==> config.mk <==
export PLATFORM = sky130hd
export DESIGN_NAME = fifo_pipeline_flat
export DESIGN_NICKNAME = d
export VERILOG_FILES = /design/src/rtl/fifo_pipeline_if.sv /design/src/rtl/fifo_pipeline.sv /design/src/flat_wrapper.sv
export SDC_FILE = /design/constraint.sdc
export NUM_CORES = 1
export LEC_CHECK = 0
export BUFFER_PORTS_ARGS = -buffer_cell sky130_fd_sc_hd__buf_4
export CAP_MARGIN = 20
export CORE_ASPECT_RATIO = 2
export CORE_UTILIZATION = 25
export DETAILED_ROUTE_END_ITERATION = 12
export RECOVER_POWER = 100
export SLEW_MARGIN = 20
export SYNTH_ARGS = -nofsm -noshare
export SYNTH_HDL_FRONTEND = slang
export SYNTH_SLANG_ARGS = --single-unit
==> constraint.sdc <==
create_clock -name clk -period 4.37 [get_ports clk]
set_input_delay 0.6555 -clock clk [delete_from_list [all_inputs] [get_ports clk]]
set_output_delay 0.6555 -clock clk [all_outputs]
set_load 0.005 [all_outputs]
==> src/rtl/fifo_pipeline_if.sv <==
// Handshake bundle for fifo_pipeline: write side (data_in/shift_in),
// pop side (shift_out) and the first-word fall-through status outputs.
interface fifo_pipeline_if #(
  parameter int DATA = 32
) ();
  logic [DATA-1:0] data_in;
  logic            shift_in;
  logic            shift_out;
  logic [DATA-1:0] data_out;
  logic            empty;
  logic            full;

  // The producer/consumer side drives requests and observes status.
  modport master (
    output data_in, shift_in, shift_out,
    input  data_out, empty, full
  );

  // The FIFO itself.
  modport slave (
    input  data_in, shift_in, shift_out,
    output data_out, empty, full
  );
endinterface

==> src/rtl/fifo_pipeline.sv <==
// Circular-buffer FIFO of SIZE words with first-word fall-through output.
// Occupancy is an explicit count, so any depth >= 2 is supported.
module fifo_pipeline #(
  parameter int SIZE = 5,
  parameter int DATA = 32
) (
  input  logic           clk,
  input  logic           reset,
  fifo_pipeline_if.slave bus
);

  localparam int PW = (SIZE > 1) ? $clog2(SIZE) : 1;
  localparam int CW = $clog2(SIZE + 1);

  localparam logic [PW-1:0] PTR_LAST  = PW'(SIZE - 1);
  localparam logic [CW-1:0] CNT_FULL  = CW'(SIZE);

  logic [DATA-1:0] mem_q [SIZE];
  logic [PW-1:0]   wr_ptr_q, wr_ptr_d;
  logic [PW-1:0]   rd_ptr_q, rd_ptr_d;
  logic [CW-1:0]   count_q,  count_d;

  logic is_empty;
  logic is_full;
  logic do_pop;
  logic do_push;

  assign is_empty = (count_q == '0);
  assign is_full  = (count_q == CNT_FULL);

  // A pop frees a slot in the same edge, so a full FIFO may still accept a write
  // when both requests arrive together; an empty FIFO can only take the write.
  assign do_pop  = bus.shift_out && !is_empty;
  assign do_push = bus.shift_in  && (!is_full || do_pop);

  function automatic logic [PW-1:0] ptr_inc(input logic [PW-1:0] p);
    return (p == PTR_LAST) ? '0 : p + 1'b1;
  endfunction

  // NOTE: every always_comb output gets a default first so no path leaves it
  // unassigned; otherwise synthesis infers a latch.
  always_comb begin
    wr_ptr_d = wr_ptr_q;
    rd_ptr_d = rd_ptr_q;
    count_d  = count_q;
    if (do_push) wr_ptr_d = ptr_inc(wr_ptr_q);
    if (do_pop)  rd_ptr_d = ptr_inc(rd_ptr_q);
    unique case ({do_push, do_pop})
      2'b10:   count_d = count_q + 1'b1;
      2'b01:   count_d = count_q - 1'b1;
      default: count_d = count_q;
    endcase
  end

  // NOTE: state registers use non-blocking assignments so every flop samples
  // pre-edge values regardless of process ordering.
  always_ff @(posedge clk or negedge reset) begin
    if (!reset) begin
      wr_ptr_q <= '0;
      rd_ptr_q <= '0;
      count_q  <= '0;
    end else begin
      wr_ptr_q <= wr_ptr_d;
      rd_ptr_q <= rd_ptr_d;
      count_q  <= count_d;
    end
  end

  // NOTE: storage is deliberately not reset; stale words are unreachable because
  // an empty FIFO forces data_out to zero, and skipping the reset keeps it a RAM.
  always_ff @(posedge clk) begin
    if (do_push) mem_q[wr_ptr_q] <= bus.data_in;
  end

  always_comb begin
    bus.data_out = '0;
    if (!is_empty) bus.data_out = mem_q[rd_ptr_q];
  end

  assign bus.empty = is_empty;
  assign bus.full  = is_full;

endmodule

==> src/flat_wrapper.sv <==
// flat-port wrapper written by rule: the top's interface ports become plain ports
module fifo_pipeline_flat 
#(
  parameter int SIZE = 5,
  parameter int DATA = 32
)
  (clk, reset, bus_data_in, bus_shift_in, bus_shift_out, bus_data_out, bus_empty, bus_full);
  fifo_pipeline_if #(.DATA(DATA)) bus_i ();
  input  logic clk;
  input  logic reset;
  input wire logic [$bits(bus_i.data_in)-1:0] bus_data_in;
  input wire logic [$bits(bus_i.shift_in)-1:0] bus_shift_in;
  input wire logic [$bits(bus_i.shift_out)-1:0] bus_shift_out;
  output wire logic [$bits(bus_i.data_out)-1:0] bus_data_out;
  output wire logic [$bits(bus_i.empty)-1:0] bus_empty;
  output wire logic [$bits(bus_i.full)-1:0] bus_full;
  assign bus_i.data_in = bus_data_in;
  assign bus_i.shift_in = bus_shift_in;
  assign bus_i.shift_out = bus_shift_out;
  assign bus_data_out = bus_i.data_out;
  assign bus_empty = bus_i.empty;
  assign bus_full = bus_i.full;
  fifo_pipeline #(.SIZE(SIZE), .DATA(DATA)) u_core (.clk(clk), .reset(reset), .bus(bus_i));
endmodule
; ---- Word-level counts from Yosys, hierarchy flattened
; Memories as Yosys holds them, arrays and structs flattened.
; Cells that the tools add are included.
[classes]
n_addsub = 4
mul = 0
div_mod_pow = 0
order_cmp = 0
n_eq_ne = 5
shift = 0
muxes = 6
n_bitwise = 0
reduce_logical = 7
[ops]
columns = cell, n
row1 = 32-bit two-way mux, 1
row2 = 3-bit by 1-bit adder with 3-bit output (second input constant), 3
row3 = 3-bit equality test (second input constant), 3
row4 = 3-bit two-way mux, 2
row5 = 3-bit case mux with 2 select lines, 1
row6 = 3-bit zero test, 1
row7 = 3-bit by 1-bit subtractor with 3-bit output (second input constant), 1
row8 = 2-bit by 1-bit equality test with 1-bit output (second input constant), 1
row9 = 2-bit equality test (second input constant), 1
row10 = 1-bit logical AND, 2
row11 = 1-bit zero test, 2
row12 = 1-bit two-way mux, 2
row13 = 2-bit nonzero test, 1
row14 = 1-bit logical OR, 1
[totals]
reg_bits = 9
latch_bits = 0
mem_bits_rw = 160
rom_bits = 0
in_bits = 36
elab_cells = 26
mem_count = 1
[mem_list]
columns = memory, depth, word_bits, read_ports, rd_clocked_by_memory_dff, wr, line_no
row1 = u_core.mem_q, 5, 32, 1, 0, 1, fifo_pipeline.sv:18  ; logic [DATA-1:0] mem_q [SIZE];

; ---- Logic depth before layout (Yosys ltp)
; Gate-level depths: netlist of the first run.
[depth]
ltp_word = 7
ltp_mapped = 7
mapped_depth_nobuf = 6

; ---- Worst setup path after synthesis of the first run
; OpenSTA, ideal clock, no wires.
[synth_path]
kind = input-to-reg
start = input bus_shift_in
end = memory u_core.mem_q[4][0], enable pin
setup_ps = 513
arrival_ps = 4479
t_required_ps = 3857
slack_ps = -622
cell_stages = 3
path_buffers = 1
cell_sequence = clkbuf_1 > o21ai_2 > nor4b_1
[synth_between]
elab_chain_len = 3
[synth_rtl]
columns = element, line_no
row1 = from (decl), flat_wrapper.sv:12  ; input wire logic [$bits(bus_i.shift_in)-1:0] bus_shift_in;
row2 = 1-bit logical AND, fifo_pipeline.sv:34  ; assign do_push = bus.shift_in && (!is_full || do_pop);
row3 = 1-bit two-way mux, fifo_pipeline.sv:72  ; if (do_push) mem_q[wr_ptr_q] <= bus.data_in;
row4 = 1-bit two-way mux (implied by the code), fifo_pipeline.sv:72
row5 = to (decl), fifo_pipeline.sv:18
; No other way between the ends.

; ---- Worst setup path after layout of the first run
[layout_path]
start = register u_core.count_q[0]
end = output bus_data_out[4]
[layout_between]
elab_chain_len = 2
[layout_rtl]
columns = element, line_no
row1 = from (decl), fifo_pipeline.sv:21  ; logic [CW-1:0] count_q, count_d;
row2 = from (signal assigned), fifo_pipeline.sv:65  ; count_q <= count_d;
row3 = 3-bit zero test, fifo_pipeline.sv:28  ; assign is_empty = (count_q == '0);
row4 = 32-bit two-way mux, fifo_pipeline.sv:77  ; if (!is_empty) bus.data_out = mem_q[rd_ptr_q];
row5 = to (decl), flat_wrapper.sv:14  ; output wire logic [$bits(bus_i.data_out)-1:0] bus_data_out;
; No other way between the ends.

==> impl_metrics.toml, run 1 <==
[run_status]
status = "finished with violations"
violations = "DRC"

[synthesis]
syn_inst = 343
synth.largest_area_cell = "edfxtp_1"
yosysWarningCount = 0
syn_nets = 384
synth-edff-count = 160
synth_top_area_share_pct = 70.81
netlist-cell-type-count = 42
synth-async-reset-ratio_pct = 5.325
ys.flop_type = "edfxtp_1"
yosysSeqAreaShare_pct = 74.13
syn_avg_cell_area_sq_um = 19.78
ys_ff_latch = 169
synth_area_leaders = "edfxtp_1, mux4_2, mux2i_1, dfrtp_1, nor2_1"
syn_area_sq_mm = 0.006785

[clock_tree]
post_cts_buffers = 0
cts_tree = "built"
clk_pin_slew_ns = 0.07
clock_latency_ns = 0.43
postCtsHoldBufs = 0
cts_max_path_buffers = 2
cts_root_buffer = "clkbuf_16"
ctsResizeCount = 0
htreeDepth = 4
cts_made_buffers = 17
cts_sinks = 169

[timing]
worstMarginPinSlew_ns = 1.464
setup_tns_ns = 0
hold_violations = 0
rsz0062_at_grt = "no"
setup_violations = 0
slew_violations = 0
maxSlewHeadroom_pct = 2.418
fin_worst_skew_ns = 0.008064
post-route-min-period_ns = 3.610
period_share_pct = 82.61
timing.fmax_mhz = 277.0

[floorplanning]
die-height_um = 235.0
rows = 85
start_util_pct = 25.32
die_area_sq_mm = 0.02784
die_w_um = 118.5
ios = 70
coreArea_sq_mm = 0.02680

[critical_path]
crit_type = "reg2out"
startpoint_type = "flop"
critPathMaxFanout = 19
worstPathArrival_ns = 2.95
cp-end-kind = "output port"
r2r_start = "u_core.count_q[2]"
startpoint = "u_core.count_q[0]"
critPathRequiredTime_ns = 3.71

[route]
wl_met2_um = 8381
drc = 2
dr_wl_met3_um = 453
drt_pass1_iterations = 8
wl_met1_um = 5340
dr.max_layer_used = "met5"
wl_um = 14590
ant_nets = 0
vias = 3417
routed_via_density = 4.353
first_iter_violations = 185
wl_per_cell_um = 18.59

[layout]
areaGrowthSynthToFinish_pct = 18.90
final_cell_mix = "edfxtp_1, clkbuf_1, nor2_1"
final_nets = 464
layout_commonest_cell = "edfxtp_1"
layout-drive-gt1-share_pct = 22.25
nFillCells = 2661

[power_and_ir_drop]
pwr-share-comb_pct = 28.8
sw_frac_of_total_pct = 31.05
total_leakage_power_nw = 2.606
vdd_drop_max_uv = 302.7
p_total_mw = 5.340
p_clk_share_pct = 26.4
p_int_mw = 3.682
pwr-share-seq_pct = 44.9
p_switching_mw = 1.658
p_per_area_mw_per_mm2 = 661.9

[place]
dpl.hpwl_um = 9507
io_buffers = 69
gp_congestion = 0.7211

[grt]
grt_pass1_wl_um = 22000
grtUsageTotal_pct = 11.11
grt_pass1_vias = 3709
grt_antenna_before_repair = 3
grt_max_degree = 36
overflow = 0

[hold_path]
hp-class = "in2async"

[run]
cap_violations = 0
## power groups by stage
stage | Combinational, mW | Sequential [mW] | Clock [mW]
detailed placement | 1.69 | 2.45 | 0
floorplan | 1.19 | 2.18 | 0
global placement | 1.66 | 2.43 | 0
CTS | 1.69 | 2.41 | 1.45
finish | 1.54 | 2.40 | 1.41
global route | 1.69 | 2.45 | 1.50
## flip-flops by register name (all words and copies together) (netlist names)
name,count
u_core.mem_q,160
u_core.wr_ptr_q,3
u_core.rd_ptr_q,3
u_core.count_q,3
## logic make-up (layout without fill, tap and decap cells)
family | count (synthesis) | count (layout) | synth area share, %
AOI/OAI and AO/OA | 21 | 21 | 2.416
DFF | 169 | 169 | 74.13
muxes | 67 | 67 | 16.06
and+or+nand+nor | 54 | 54 | 3.799
other | 0 | 1 | 0
buffers and inverters | 26 | 119 | 2.434
xor gates and xnor gates | 1 | 1 | 0.1291
adders and majority gates | 5 | 5 | 1.033
## Yosys cell counts (all sizes together), types with 2 or more instances
library cell,number
nand2b,6
clkbuf,5
o21ai,4
mux2i,32
a211oi,2
ha,4
nor4b,2
buf,15
mux2,3
dfrtp,9
edfxtp,160
o21a,2
inv,6
mux4,32
nand2,2
nor2,35
o221ai,2
nor4,4
## per-stage QoR
stage / hold WS (ns) / instance area [sq um] / instances / worst slack, ns / util (%)
detailed placement: 0.5026 / 7736 / 752 / 1.372 / 28.87
CTS: 0.02235 / 8290 / 784 / 0.8838 / 30.93
global placement: 0.4955 / 7736 / 752 / 1.364 / 28.87
floorplan: 0.3599 / 6792 / 343 / -0.3066 / -
global route: 0.2397 / 8068 / 785 / 0.4118 / 30.10
finish: 0.2200 / 8068 / 785 / 0.7599 / 30.10
## cell type report
class / instances / area (sq um) / area share, %
Antenna cell: 1 / 2.502 / 0.03102
Clock buffer: 18 / 429.2 / 5.319
Clock inverter: 14 / 125.1 / 1.551
Inverter: 6 / 22.52 / 0.2792
Multi-Input combinational cell: 148 / 1593 / 19.74
Sequential cell: 169 / 5036 / 62.42
Tap cell: 348 / 435.4 / 5.397
Timing Repair Buffer: 81 / 424.2 / 5.257
## metal layers
layer / GRT usage [%] / vias up
met5: 0 / -
met4: 6.061 / 4
met3: 2.913 / 21
met2: 20.86 / 63
met1: 10.87 / 1788
li1: - / 1541
## critical path, stage by stage (launching register included)
cell and delay [ns]:
dfrtp_1 0.51, nor3_4 0.67, clkbuf_1 0.91, nor2_1 0.20, clkbuf_4 0.21
## path summary, 6_finish.rpt
check,slack (ns),depth (start not counted),end
max in group asynchronous,3.66,1,u_core.rd_ptr_q[2]
hold reg to reg,0.64,1,u_core.wr_ptr_q[1]
min in group clk,0.51,1,u_core.mem_q[0][12]
setup / recovery,0.76,4,bus_data_out[4]
setup reg to reg,1.26,4,u_core.mem_q[4][6]
hold / removal,0.22,1,u_core.count_q[1]
Note: power is estimated with default switching activity, not from simulation.
==> run 2, diff against run 1 <==
ABC_AREA = 1   (was not set)
clock period = 3.62 ns   (was 4.37 ns; I/O delays follow)
==> impl_metrics.toml, run 2 <==
[layout]
multi_input_comb_area_sq_mm = 0.001529
layout_commonest_cell = "edfxtp_1"
top_register = "u_core.mem_q"
nFillCells = 2745
largest_reg_flops = 160
layout-drive-gt1-share_pct = 17.69
ff_latch_area_sq_mm = 0.005031
final_nets = 662
areaGrowthSynthToFinish_pct = 20.07
final_cell_mix = "edfxtp_1, nor2_1, o21ai_0"
diodes = 0
utilization_pct = 30.70
finalInstanceArea_sq_mm = 0.008293

[clock_tree]
cts_max_path_buffers = 2
clock_latency_ns = 0.43
cts_tree = "built"
cts_root_buffer = "clkbuf_16"
cts_sinks = 169
post_cts_buffers = 0
ctsResizeCount = 0
clk_pin_slew_ns = 0.06
cts_made_buffers = 17
htreeDepth = 4
postCtsHoldBufs = 1

[floorplanning]
die_area_sq_mm = 0.02834
die_w_um = 119.5
ios = 70
rows = 85
die-height_um = 237.1
coreArea_sq_mm = 0.02701
start_util_pct = 25.57

[synthesis]
ys.flop_type = "edfxtp_1"
synth_area_leaders = "edfxtp_1, nor2_1, o21ai_0, dfrtp_1, o22ai_1"
post-synth-top-count-cell = "edfxtp_1"
yosysSeqAreaShare_pct = 72.83
syn_area_sq_mm = 0.006907
syn_nets = 593
syn_avg_cell_area_sq_um = 12.51
ys_top_cells_by_count = "edfxtp_1, nor2_1, o21ai_0"
synth_top_area_share_pct = 69.57
yosysWarningCount = 0
synth-async-reset-ratio_pct = 5.325
ys_ff_latch = 169
synth-edff-count = 160
syn_inst = 552
netlist-cell-type-count = 23
synth.largest_area_cell = "edfxtp_1"

[grt]
grt_pass1_vias = 4262
grt_antenna_before_repair = 0
grt_max_degree = 67
grt_pass1_wl_um = 22910
grtUsageTotal_pct = 11.05
overflow = 0

[timing]
worstMarginPinSlew_ns = 1.247
setup_tns_ns = 0
fin_worst_skew_ns = 0.008299
whs_ns = 0.4126
post-route-min-period_ns = 2.957
timing.fmax_mhz = 338.2
setup_violations = 0
rsz0062_at_grt = "no"
maxSlewHeadroom_pct = 16.58
slew_violations = 0
period_share_pct = 81.68
hold_violations = 0

[critical_path]
crit_type = "reg2reg"
worstPathArrival_ns = 3.06
path_cells = "nand3_1 -> o21ai_0 -> clkinv_1 -> nand2_1 -> nor2_1 -> buf_4"
crit_slowest_cell = "nor2_1"
crit_buf_inv = 2
startpoint_type = "flop"
critPathRequiredTime_ns = 3.72
slowest_delay_ns = 0.94
cp-end-kind = "flop"
critPathMaxFanout = 19
path_delay_family = "simple AND/OR/NAND/NOR gates"

[run_status]
status = "complete, no violations"

[power_and_ir_drop]
vdd_drop_max_uv = 414.7
p_per_area_mw_per_mm2 = 854.5
total_leakage_power_nw = 2.910
p_total_mw = 7.086

[hold_path]
hp-class = "in2reg"

[route]
drt_pass1_iterations = 6
vias = 4297
ant_nets = 0
routed_via_density = 4.380
first_iter_violations = 217
drc = 0
wl_per_cell_um = 15.31
wl_um = 15020

[place]
io_buffers = 69
gp_congestion = 0.7412
dpl.hpwl_um = 9195
placed_area_sq_mm = 0.007791

[run]
cap_violations = 0
-- run 2: cell count changes after synthesis, moves of 14 or more --
cell	delta
nor2_1	+72
o21ai_0	+56
o21ai_1	+38
inv_1	+36
mux2i_1	-32
o22ai_1	+32
mux4_2	-28
nor2_2	+26
nand2_1	+14
-- run 2: metrics by stage --
| stage | std cells | setup slack, ns |
|---|---|---|
| after global routing | 981 | 0.3955 |
| after CTS | 981 | 0.8338 |
| final | 981 | 0.6631 |
| after detailed placement | 949 | 1.305 |
| after floorplan | 552 | 0.1499 |
| after global placement | 949 | 1.308 |
-- run 2: worst paths after layout --
kind	startpoint	endpoint	slack, ns	cells after the start
setup reg to reg	u_core.count_q[0]	u_core.mem_q[0][28]	0.66	6
setup / recovery	u_core.count_q[0]	u_core.mem_q[0][28]	0.66	6
min in group asynchronous	reset	u_core.count_q[1]	0.66	2
max in group asynchronous	reset	u_core.rd_ptr_q[0]	2.49	2
hold / removal	bus_data_in[26]	u_core.mem_q[4][26]	0.41	1
hold reg to reg	u_core.count_q[0]	u_core.count_q[0]	0.53	1
-- run 2: cell type report --
class | count | share of cell area (%)
clock buffers | 17 | 5.130
flip-flops and latches | 169 | 60.67
inverters | 49 | 2.248
repair buffers | 79 | 5.522
multi-input cells | 305 | 18.44
clock inverters | 14 | 2.746
well taps | 348 | 5.250
-- run 2: cell families (layout without fill, tap and decap cells) --
family | after synthesis | in the layout | share of synthesized area [%]
DFF | 169 | 169 | 72.83
and+or+nand+nor | 160 | 160 | 9.873
AOI/OAI and AO/OA | 139 | 139 | 11.03
buffers and inverters | 78 | 159 | 5.127
adders and majority gates | 5 | 5 | 1.015
xor gates and xnor gates | 1 | 1 | 0.1268
-- run 2: worst reg2reg max path, stage by stage, from the launching register on --
cell and delay [ns]:
dfrtp_1 0.42, nand3_1 0.17, o21ai_0 0.27, clkinv_1 0.22
nand2_1 0.11, nor2_1 0.94, buf_4 0.48
-- run 2: power breakdown --
| group | leakage, nW | switching, mW | total [mW] | internal (mW) |
|---|---|---|---|---|
| registers | 1.57 | 0.0987 | 2.63 | 2.53 |
| logic | 1.04 | 1.56 | 2.47 | 0.909 |
| clock network | 0.308 | 0.702 | 1.98 | 1.28 |
| total | 2.91 | 2.36 | 7.09 | 4.72 |
-- run 2: metal layers --
| layer | wire length [um] | vias to the layer above | GRT usage, % | share of wire, % |
|---|---|---|---|---|
| met5 | 0 | - | 0 | 0 |
| met4 | 466 | 0 | 6.326 | 3.1 |
| met3 | 559 | 25 | 2.914 | 3.7 |
| met2 | 8467 | 90 | 20.93 | 56 |
| met1 | 5528 | 2097 | 10.45 | 37 |
| li1 | - | 2085 | - | - |
